## config.mk

```make
export PLATFORM = sky130hd
export DESIGN_NAME = iiitb_usr_seq
export DESIGN_NICKNAME = d
export VERILOG_FILES = /design/src/rtl/iiitb_usr_seq.sv
export SDC_FILE = /design/constraint.sdc
export NUM_CORES = 1
export LEC_CHECK = 0
export BUFFER_PORTS_ARGS = -buffer_cell sky130_fd_sc_hd__buf_2
export CAP_MARGIN = 20
export CORE_MARGIN = 8
export CORE_UTILIZATION = 45
export CTS_CLUSTER_DIAMETER = 50
export CTS_CLUSTER_SIZE = 30
export DETAILED_ROUTE_END_ITERATION = 10
export PLACE_DENSITY = 0.75
export SLEW_MARGIN = 10
export SYNTH_ARGS = -nofsm -noshare
export SYNTH_HDL_FRONTEND = slang
export SYNTH_SLANG_ARGS = --single-unit
```

## constraint.sdc

```tcl
create_clock -name clock -period 2 [get_ports clock]
set_clock_uncertainty 0.05 [all_clocks]
set_input_delay 0.1 -clock clock [delete_from_list [all_inputs] [get_ports clock]]
set_output_delay 0.1 -clock clock [all_outputs]
set_load 0.01 [all_outputs]
```

## src/rtl/iiitb_usr_seq.sv

```systemverilog
// Command sequencer for an 8-bit universal shift register: it loads a word,
// shifts it N times with a selectable serial fill, streams the bits shifted out and returns the final word.
module iiitb_usr_seq #(
  parameter int WIDTH = 8,
  parameter int CNT_W = 4
) (
  input  logic             clock,
  input  logic             clear,
  input  logic             cmd_valid,
  output logic             cmd_ready,
  input  logic [WIDTH-1:0] cmd_data,
  input  logic             cmd_dir,
  input  logic [CNT_W-1:0] cmd_count,
  input  logic [1:0]       cmd_fill,
  input  logic             ser_in,
  output logic             ser_out,
  output logic             ser_valid,
  output logic             done,
  output logic [WIDTH-1:0] result,
  output logic [1:0]       usr_select,
  output logic [WIDTH-1:0] usr_data_in,
  output logic             usr_sl_ser,
  output logic             usr_sr_ser,
  input  logic [WIDTH-1:0] usr_data_out
);

  typedef enum logic [1:0] {
    S_IDLE  = 2'd0,
    S_LOAD  = 2'd1,
    S_SHIFT = 2'd2,
    S_DONE  = 2'd3
  } state_e;

  localparam logic [1:0] SEL_LEFT  = 2'b00;
  localparam logic [1:0] SEL_RIGHT = 2'b01;
  localparam logic [1:0] SEL_LOAD  = 2'b10;
  localparam logic [1:0] SEL_HOLD  = 2'b11;

  localparam logic [1:0] FILL_ZERO = 2'b00;
  localparam logic [1:0] FILL_ONE  = 2'b01;
  localparam logic [1:0] FILL_PIN  = 2'b10;

  localparam logic [CNT_W-1:0] CNT_MAX = CNT_W'(WIDTH);
  localparam logic [CNT_W-1:0] CNT_ONE = CNT_W'(1);

  state_e           state_q, state_d;
  logic [WIDTH-1:0] data_q, data_d;
  logic             dir_q, dir_d;
  logic [1:0]       fill_q, fill_d;
  logic [CNT_W-1:0] cnt_q, cnt_d;
  logic [WIDTH-1:0] result_q, result_d;
  logic             done_q, done_d;

  logic shifting;
  logic ser_bit;
  logic fill_bit;

  // NOTE: sequential state uses non-blocking assignments only, so every
  // register samples the pre-edge value of every other register.
  always_ff @(posedge clock or posedge clear) begin
    if (clear) begin
      state_q  <= S_IDLE;
      data_q   <= '0;
      dir_q    <= 1'b0;
      fill_q   <= 2'b00;
      cnt_q    <= '0;
      result_q <= '0;
      done_q   <= 1'b0;
    end else begin
      state_q  <= state_d;
      data_q   <= data_d;
      dir_q    <= dir_d;
      fill_q   <= fill_d;
      cnt_q    <= cnt_d;
      result_q <= result_d;
      done_q   <= done_d;
    end
  end

  // Held low during clear so a host never sees the sequencer as idle while reset is asserted.
  assign cmd_ready = (state_q == S_IDLE) && !clear;

  // NOTE: every variable gets its hold value before the case statement, so
  // no path leaves one unassigned and no latch is inferred.
  always_comb begin
    state_d  = state_q;
    data_d   = data_q;
    dir_d    = dir_q;
    fill_d   = fill_q;
    cnt_d    = cnt_q;
    result_d = result_q;
    done_d   = 1'b0;

    case (state_q)
      S_IDLE: begin
        if (cmd_valid && cmd_ready) begin
          data_d  = cmd_data;
          dir_d   = cmd_dir;
          fill_d  = cmd_fill;
          cnt_d   = (cmd_count > CNT_MAX) ? CNT_MAX : cmd_count;
          state_d = S_LOAD;
        end
      end
      S_LOAD: begin
        state_d = (cnt_q == '0) ? S_DONE : S_SHIFT;
      end
      S_SHIFT: begin
        cnt_d = cnt_q - CNT_ONE;
        if (cnt_q <= CNT_ONE) begin
          state_d = S_DONE;
        end
      end
      S_DONE: begin
        result_d = usr_data_out;
        done_d   = 1'b1;
        state_d  = S_IDLE;
      end
      default: begin
        state_d = S_IDLE;
      end
    endcase
  end

  // The outgoing bit is read live from the register, which also serves as the rotate feedback.
  always_comb begin
    shifting = (state_q == S_SHIFT);
    ser_bit  = dir_q ? usr_data_out[WIDTH-1] : usr_data_out[0];

    case (fill_q)
      FILL_ZERO: fill_bit = 1'b0;
      FILL_ONE:  fill_bit = 1'b1;
      FILL_PIN:  fill_bit = ser_in;
      default:   fill_bit = ser_bit;
    endcase

    case (state_q)
      S_LOAD:  usr_select = SEL_LOAD;
      S_SHIFT: usr_select = dir_q ? SEL_LEFT : SEL_RIGHT;
      default: usr_select = SEL_HOLD;
    endcase
  end

  assign ser_out     = shifting & ser_bit;
  assign ser_valid   = shifting;
  assign usr_sl_ser  = shifting & dir_q & fill_bit;
  assign usr_sr_ser  = shifting & ~dir_q & fill_bit;
  // data_q only changes on the accepting edge, so outside LOAD it still holds the last loaded word.
  assign usr_data_in = data_q;
  assign result      = result_q;
  assign done        = done_q;

endmodule

```

==> flow_summary.ini, run 1 <==
[place]
post_dp_cell_area_sq_um = 1570
place.gp.congestion = 0.796
io_buffers = 50
post-dp-hpwl_um = 2470

[die]
row_count = 19
coreArea_sq_um = 2730
die_y_um = 69.6
io_pins = 51
die-area_sq_um = 4850
start_util = 0.473
die_x_um = 69.6

[timing]
holdWs_ns = 0.0524
worst_slew_pin_slew_ns = 0.575
layout_min_cycle_time_ns = 1.85
setup_tns_ns = 0
slew_violations = 0
fin_crit_sh = 0.927
relSlewSlack = 0.616
hold_viol = 0
fmax_mhz = 539
setup_viol = 0
rsz0062_at_grt = false

[drt]
vias_per_cell = 5.25
wl_per_cell_um = 16.2
drt_iter0_markers = 52
wl_um = 3340
drtPass1Iterations = 4
drtAntennaViolNets = 0
drc = 0
vias = 1081

[finish]
final_common_cell = buf_2
diodes = 0
final_cell_mix = buf_2 (50), dfrtp_1 (26), dlygate4sd3_1 (20), mux2_1 (11)
fin_area_sq_um = 1810
drive_gt1_frac = 0.406
areaGrowthSynthToFinish_pct = 39.9
nets = 211

[pwr]
total_leakage_power_nw = 0.906
worst_ir_drop_vdd_mv = 1.10
power_mw = 2.52
powerDensity_nw_per_um2 = 1390

[worst_setup_path]
cp_slowest_stage_delay_ns = 0.44
arrival_ns = 1.70
path_buf_inv = 3
r2r_slack_ns = 0.27
cp_data_required_time_ns = 1.85
startpoint_type = flop
r2r_cells = 6
path_delay_family = buffers and inverters
crit_path_top_delay_cell = dfrtp_1
rr_startpoint = state_q[1]
path_cells = inv_2, ha_1, buf_4, mux2i_1, buf_2
end_kind = primary output
worstSetupPathType = reg -> out
rr_endpoint = cnt_q[1]
crit_path_max_fanout = 12

[worst_hold_path]
hp-class = in -> reg
holdPathEnd = cnt_q[0]
hold_depth = 3
min-delay-start = cmd_count[0]

[synth]
syn_area_sq_um = 1290
yosys.area.top_type_share = 0.503
synth.ff_latch_count = 26
synth.area.top_cells = dfrtp_1 (50%), mux2_1 (9.6%), ha_1 (7.7%), mux2_2 (7.0%), a21oi_1 (3.1%)
synth-warning-count = 0
avgSynthCellArea_sq_um = 12.7
ys_seq_area_frac = 0.503
syn-num-nets = 137
yosys.area.top_type = dfrtp_1
yosys.cell_types.count = 30
synth_cells = 102

[run_status]
outcome = completed

[clock_network]
postCtsSetupRepairBufs = 0
clockBufferDepth = 2
path_clk_slew_ns = 0.13
cts.htree.levels = 1
cts.sinks = 26
cts_tree = yes
cts_buffers = 3
clk_latency_ns = 0.31
clock-root-buffer = clkbuf_4

[global_routing]
antenna_found_initial = 0
grt_max_degree = 16
grt_pass1_wl_um = 5640
grt_usage = 0.138
grt_pass1_vias = 1181
overflow = 0

[job]
cap_violations = 0
==> flip-flops by register name, summed over array words and instances, names as in the netlist <==
signal / flops
state_q: 2
dir_q: 1
result: 8
usr_data_in: 8
cnt_q: 4
fill_q: 2
done: 1
==> how the worst max path moves through the flow <==
stage,to,slack (ns),cells after the start,startpoint
6_report,usr_select[0],0.15,5,state_q[0]
5_1_grt,usr_select[0],0.06,5,state_q[0]
4_1_cts,usr_select[0],0.05,5,state_q[0]
3_5_place_dp,cnt_q[1],0.29,6,state_q[0]
3_3_place_gp,cnt_q[1],0.39,6,state_q[0]
2_1_floorplan,cnt_q[1],0.47,6,state_q[0]
==> layout make-up <==
| type | instances | area (sq um) |
|---|---|---|
| multi-input cells | 63 | 577 |
| flip-flops and latches | 26 | 651 |
| repair buffers | 72 | 465 |
| fillers | 210 | 923 |
| inverters | 10 | 42.5 |
| well taps | 31 | 38.8 |
| clock buffers | 4 | 36.3 |
==> tightest hold or removal path, cell delays in order <==
cell and delay [ns]:
buf_2 0.11, a21oi_1 0.11, o31ai_1 0.07
==> metrics by stage <==
step	setup WS, ns	std cells	util
final	0.145	206	0.662
after global routing	0.0551	206	0.662
after CTS	0.0485	206	0.662
after detailed placement	0.294	182	0.576
after global placement	0.386	182	0.576
after floorplan	0.473	102	-
==> cell usage after synthesis <==
cell      number
dfrtp_1       26
mux2_1        11
a21oi_1        8
ha_1           8
inv_1          8
mux2_2         8
nor2_1         4
a31oi_1        2
and3_1         2
inv_4          2
mux2i_1        2
o21ai_1        2
o22a_1         2
a211oi_2       1
a21o_1         1
a311oi_1       1
a31o_1         1
a32oi_1        1
buf_2          1
buf_4          1
buf_6          1
nand2_1        1
nand3b_4       1
nor2b_1        1
nor3b_1        1
o211ai_1       1
o21a_2         1
o31ai_1        1
o31ai_4        1
or3_1          1
==> power by group <==
| group | internal, mW | switching (mW) | total, mW |
|---|---|---|---|
| clock | 0.111 | 0.141 | 0.252 |
| combinational | 0.620 | 0.658 | 1.28 |
| sequential | 0.792 | 0.196 | 0.988 |
| total | 1.52 | 0.995 | 2.52 |
==> cells by family (layout without fill, tap and decap cells) <==
logic type	count (synthesis)	in the layout	synth area share
flops	26	26	0.503
compound gates	23	23	0.133
mux	21	21	0.181
buf+inv	13	86	0.0513
simple gates	11	11	0.0551
fa+ha+maj	8	8	0.0774
==> per-layer routing <==
layer | part of all wire | vias to the layer above | track usage
li1 | - | 509 | -
met1 | 0.40 | 524 | 0.150
met2 | 0.52 | 44 | 0.238
met3 | 0.077 | 4 | 0.0515
met4 | 0.0093 | 0 | 0.0558
met5 | 0 | - | 0
==> repair_timing <==
action | CTS | global route
endpoints found under the hold margin | 33 | 0
hold buffers | 20 | 0
setup endpoints to repair | 0 | 1
gates resized for setup | 0 | 1
Power figures use the tool's default switching activity.
==> inputs of run 2 (changes only) <==
Settings changed: CORE_UTILIZATION 45 to 47, PLACE_DENSITY 0.75 to 0.78.
==> flow_summary.ini, run 2 (same netlist as run 1, synthesis figures left out) <==
[run_status]
outcome = completed

[timing]
layout_min_cycle_time_ns = 1.85
relSlewSlack = 0.614
fmax_mhz = 542
setup_slack_ns = 0.154
worst_slew_pin_slew_ns = 0.579
setup_viol = 0
fin_crit_sh = 0.923
rsz0062_at_grt = false
slew_violations = 0
setup_tns_ns = 0
hold_viol = 0

[clock_network]
cts.sinks = 26
path_clk_slew_ns = 0.14
clk_latency_ns = 0.31
clockBufferDepth = 2
clock-root-buffer = clkbuf_4
postCtsSetupRepairBufs = 0
cts_tree = yes
cts.htree.levels = 1
cts_buffers = 3

[finish]
final_common_cell = buf_2
drive_gt1_frac = 0.402
diodes = 0
final_cell_mix = buf_2 (50), dfrtp_1 (26), dlygate4sd3_1 (20), mux2_1 (11)
nets = 211
areaGrowthSynthToFinish_pct = 38.9

[pwr]
power_switching_uw = 980
seqPwrFrac = 0.399
total_leakage_power_nw = 0.899
pwr-share-clk = 0.086
pwr-share-comb = 0.515
worst_ir_drop_vdd_mv = 1.02
power.share.switching = 0.398
powerDensity_nw_per_um2 = 1370
power_report.internal_total_mw = 1.48

[place]
post-dp-hpwl_um = 2350
place.gp.congestion = 0.847
io_buffers = 50
pre_cts_slack_ns = 0.317

[worst_setup_path]
crit_path_max_fanout = 12
path_cells = inv_2, ha_1, buf_4, mux2i_1, buf_2
cp_slowest_stage_delay_ns = 0.43
arrival_ns = 1.70
startpoint_type = flop
crit_path_top_delay_cell = dfrtp_1
end_kind = primary output
cp.depth = 5
worstSetupPathType = reg -> out
cp_data_required_time_ns = 1.85
r2r_cells = 6
path_buf_inv = 3
path_delay_family = buffers and inverters

[global_routing]
antenna_found_initial = 0
overflow = 0
grt_pass1_vias = 1131
grt_usage = 0.145
grt_max_degree = 16
grt_pass1_wl_um = 5290

[drt]
drtAntennaViolNets = 0
drc = 0
drt_iter0_markers = 65
vias = 1045
wl_per_cell_um = 15.3
drtPass1Iterations = 4
vias_per_cell = 5.10
wl_um = 3140

[worst_hold_path]
hp-class = in -> reg
hold_depth = 3

[die]
start_util = 0.482
die-area_sq_um = 4690
die_y_um = 68.5
io_pins = 51
row_count = 19
die_x_um = 68.5
coreArea_sq_um = 2690

[job]
cap_violations = 0
## run 2: cell types whose count changed in the layout (fill, tap and decap cells not counted), sizes merged
cell	delta
clkbuf	-1
## run 2: cell type report
type / instances / area [sq um]
clock buffer: 3 / 22.5
fill: 191 / 890
inverter: 10 / 42.5
multi-input combinational: 63 / 577
sequential: 26 / 651
tap: 31 / 38.8
timing repair buffer: 72 / 465
## run 2: what timing repair did
action,4_1_cts,5_1_grt
hold endpoints to repair,33,0
hold buffers,20,0
setup endpoints to repair,0,1
gates resized for setup,0,1
## run 2: worst min-delay path: stages
cell and delay [ns]:
buf_2 0.11, a21oi_1 0.12, o31ai_1 0.07
## run 2: power groups by stage
stage	clock, mW	sequential [mW]	combinational (mW)
after detailed placement	0	0.984	1.24
final	0.212	0.980	1.27
after global routing	0.233	1.02	1.41
after global placement	0	0.973	1.20
after CTS	0.221	0.974	1.27
after floorplan	0	1.05	0.756
## run 2: worst paths after layout
check	from	end	slack, ns
max	state_q[0]	usr_select[0]	0.15
max in group asynchronous	clear	usr_data_in[1]	0.96
max reg2reg	state_q[1]	cnt_q[1]	0.29
min in group asynchronous	clear	done	0.36
min	cmd_count[0]	cnt_q[0]	0.07
min reg2reg	usr_data_in[7]	usr_data_in[7]	0.45
## run 2: through the flow
stage,cell area (sq um),util,hold WS (ns),power [mW],instances
6_report,1800,0.669,0.0722,2.46,205
5_1_grt,1800,0.669,0.0982,2.67,205
3_3_place_gp,1570,0.586,0.154,2.17,182
2_1_floorplan,1290,-,0.0900,1.80,102
4_1_cts,1800,0.669,0.0613,2.47,205
3_5_place_dp,1570,0.586,0.179,2.22,182
## run 2: per-layer routing
metal,share of wire,track usage,up-vias
met4,0.0061,0.0435,0
met2,0.49,0.237,37
met1,0.40,0.167,496
met3,0.10,0.0638,4
li1,-,-,508
met5,0,0,-
==> inputs of run 3 (changes only) <==
Settings changed: CORE_UTILIZATION 47 to 50, PLACE_DENSITY 0.78 to 0.82, SETUP_SLACK_MARGIN set to 0.1.
Clock period 2 ns to 2.2 ns, I/O delays scaled along.
==> flow_summary.ini, run 3 (same netlist as run 1, synthesis figures left out) <==
[finish]
final_common_cell = buf_2
diodes = 0
final_util = 0.731
drive_gt1_frac = 0.397
final_cell_mix = buf_2 (50), dfrtp_1 (26), dlygate4sd3_1 (20), mux2_1 (11)
n_fill_cell = 162
areaGrowthSynthToFinish_pct = 38.8
nets = 211

[timing]
fmax_mhz = 537
setup_slack_ns = 0.339
worst_slew_pin_slew_ns = 0.466
hold_viol = 0
relSlewSlack = 0.689
layout_min_cycle_time_ns = 1.86
fin_crit_sh = 0.846
rsz0062_at_grt = false
slew_violations = 0
setup_viol = 0
setup_tns_ns = 0
holdWs_ns = 0.0742

[run_status]
outcome = completed

[clock_network]
cts_tree = yes
cts_resized = 0
clockBufferDepth = 2
path_clk_slew_ns = 0.12
postCtsSetupRepairBufs = 0
clock-root-buffer = clkbuf_4
cts.sinks = 26
cts_buffers = 3
cts.htree.levels = 1
clk_latency_ns = 0.31

[global_routing]
grt_pass1_wl_um = 5560
antenna_found_initial = 0
grt_max_degree = 16
grt_pass1_vias = 1198
overflow = 0
grt_usage = 0.160

[drt]
drtAntennaViolNets = 0
drtPass1Iterations = 4
drt_iter0_markers = 27
drc = 0
vias = 1053
wl_per_cell_um = 16.7
vias_per_cell = 5.16
wl_um = 3410

[pwr]
total_leakage_power_nw = 0.900
power_report.internal_total_mw = 1.35
worst_ir_drop_vdd_mv = 0.909
pwr-share-comb = 0.518
powerDensity_nw_per_um2 = 1270
power_switching_uw = 931
power.share.switching = 0.409
seqPwrFrac = 0.396
pwr-share-clk = 0.086

[job]
cap_violations = 0

[worst_setup_path]
r2r_slack_ns = 0.50
arrival_ns = 1.70
cp_data_required_time_ns = 2.04
end_kind = primary output
worstSetupPathType = reg -> out
crit_path_max_fanout = 12
startpoint_type = flop

[die]
die_y_um = 66.9
die_x_um = 66.9
io_pins = 51
row_count = 18
die-area_sq_um = 4470
coreArea_sq_um = 2450
start_util = 0.527

[place]
io_buffers = 50
pre_cts_slack_ns = 0.509
place.gp.congestion = 0.874
post-dp-hpwl_um = 2420

[worst_hold_path]
hp-class = in -> reg
[run 3: cell counts in the layout (fill, tap and decap cells not counted)]
No cell type changed its count.
[run 3: through the flow]
step	instances	total power [mW]	cell area, sq um
CTS	203	2.26	1790
global placement	181	1.98	1570
detailed placement	181	2.05	1570
floorplan	102	1.64	1290
finish	204	2.28	1800
global route	204	2.44	1800
[run 3: power groups by stage]
stage	clock, mW	sequential (mW)	combinational [mW]
global placement	0	0.884	1.09
finish	0.195	0.902	1.18
detailed placement	0	0.907	1.14
floorplan	0	0.952	0.687
global route	0.219	0.931	1.29
CTS	0.193	0.897	1.17
[run 3: worst max-delay path, cell delays in order, from the launching register on]
cell,delay (ns)
dfrtp_1,0.43
inv_1,0.17
ha_1,0.24
buf_4,0.22
mux2i_1,0.19
buf_2,0.15
[run 3: area by class of cell]
class	count	area [sq um]	area share
well taps	30	37.5	0.0209
multi-input cells	63	577	0.321
inverters	10	42.5	0.0237
repair buffers	72	465	0.259
clock buffers	3	22.5	0.0125
flip-flops and latches	26	651	0.362
[run 3: per-layer routing]
layer	track usage	up-vias	routed length (um)
li1	-	501	-
met1	0.167	501	1370
met2	0.276	41	1660
met3	0.0604	10	298
met4	0.0783	0	82
met5	0	-	0
[run 3: path summary, 6_finish.rpt]
check	cells after the start	start	end
max reg2reg	6	state_q[1]	cnt_q[1]
min reg2reg	1	usr_data_in[2]	usr_data_in[2]
min in group asynchronous	3	clear	cnt_q[2]
min	3	cmd_count[0]	cnt_q[0]
max in group asynchronous	4	clear	usr_data_in[2]
max	5	state_q[0]	usr_select[0]
[run 3: what timing repair did]
action                     CTS  global route
hold buffers                19             1
setup endpoints to repair    0             0
hold endpoints to repair    29             1
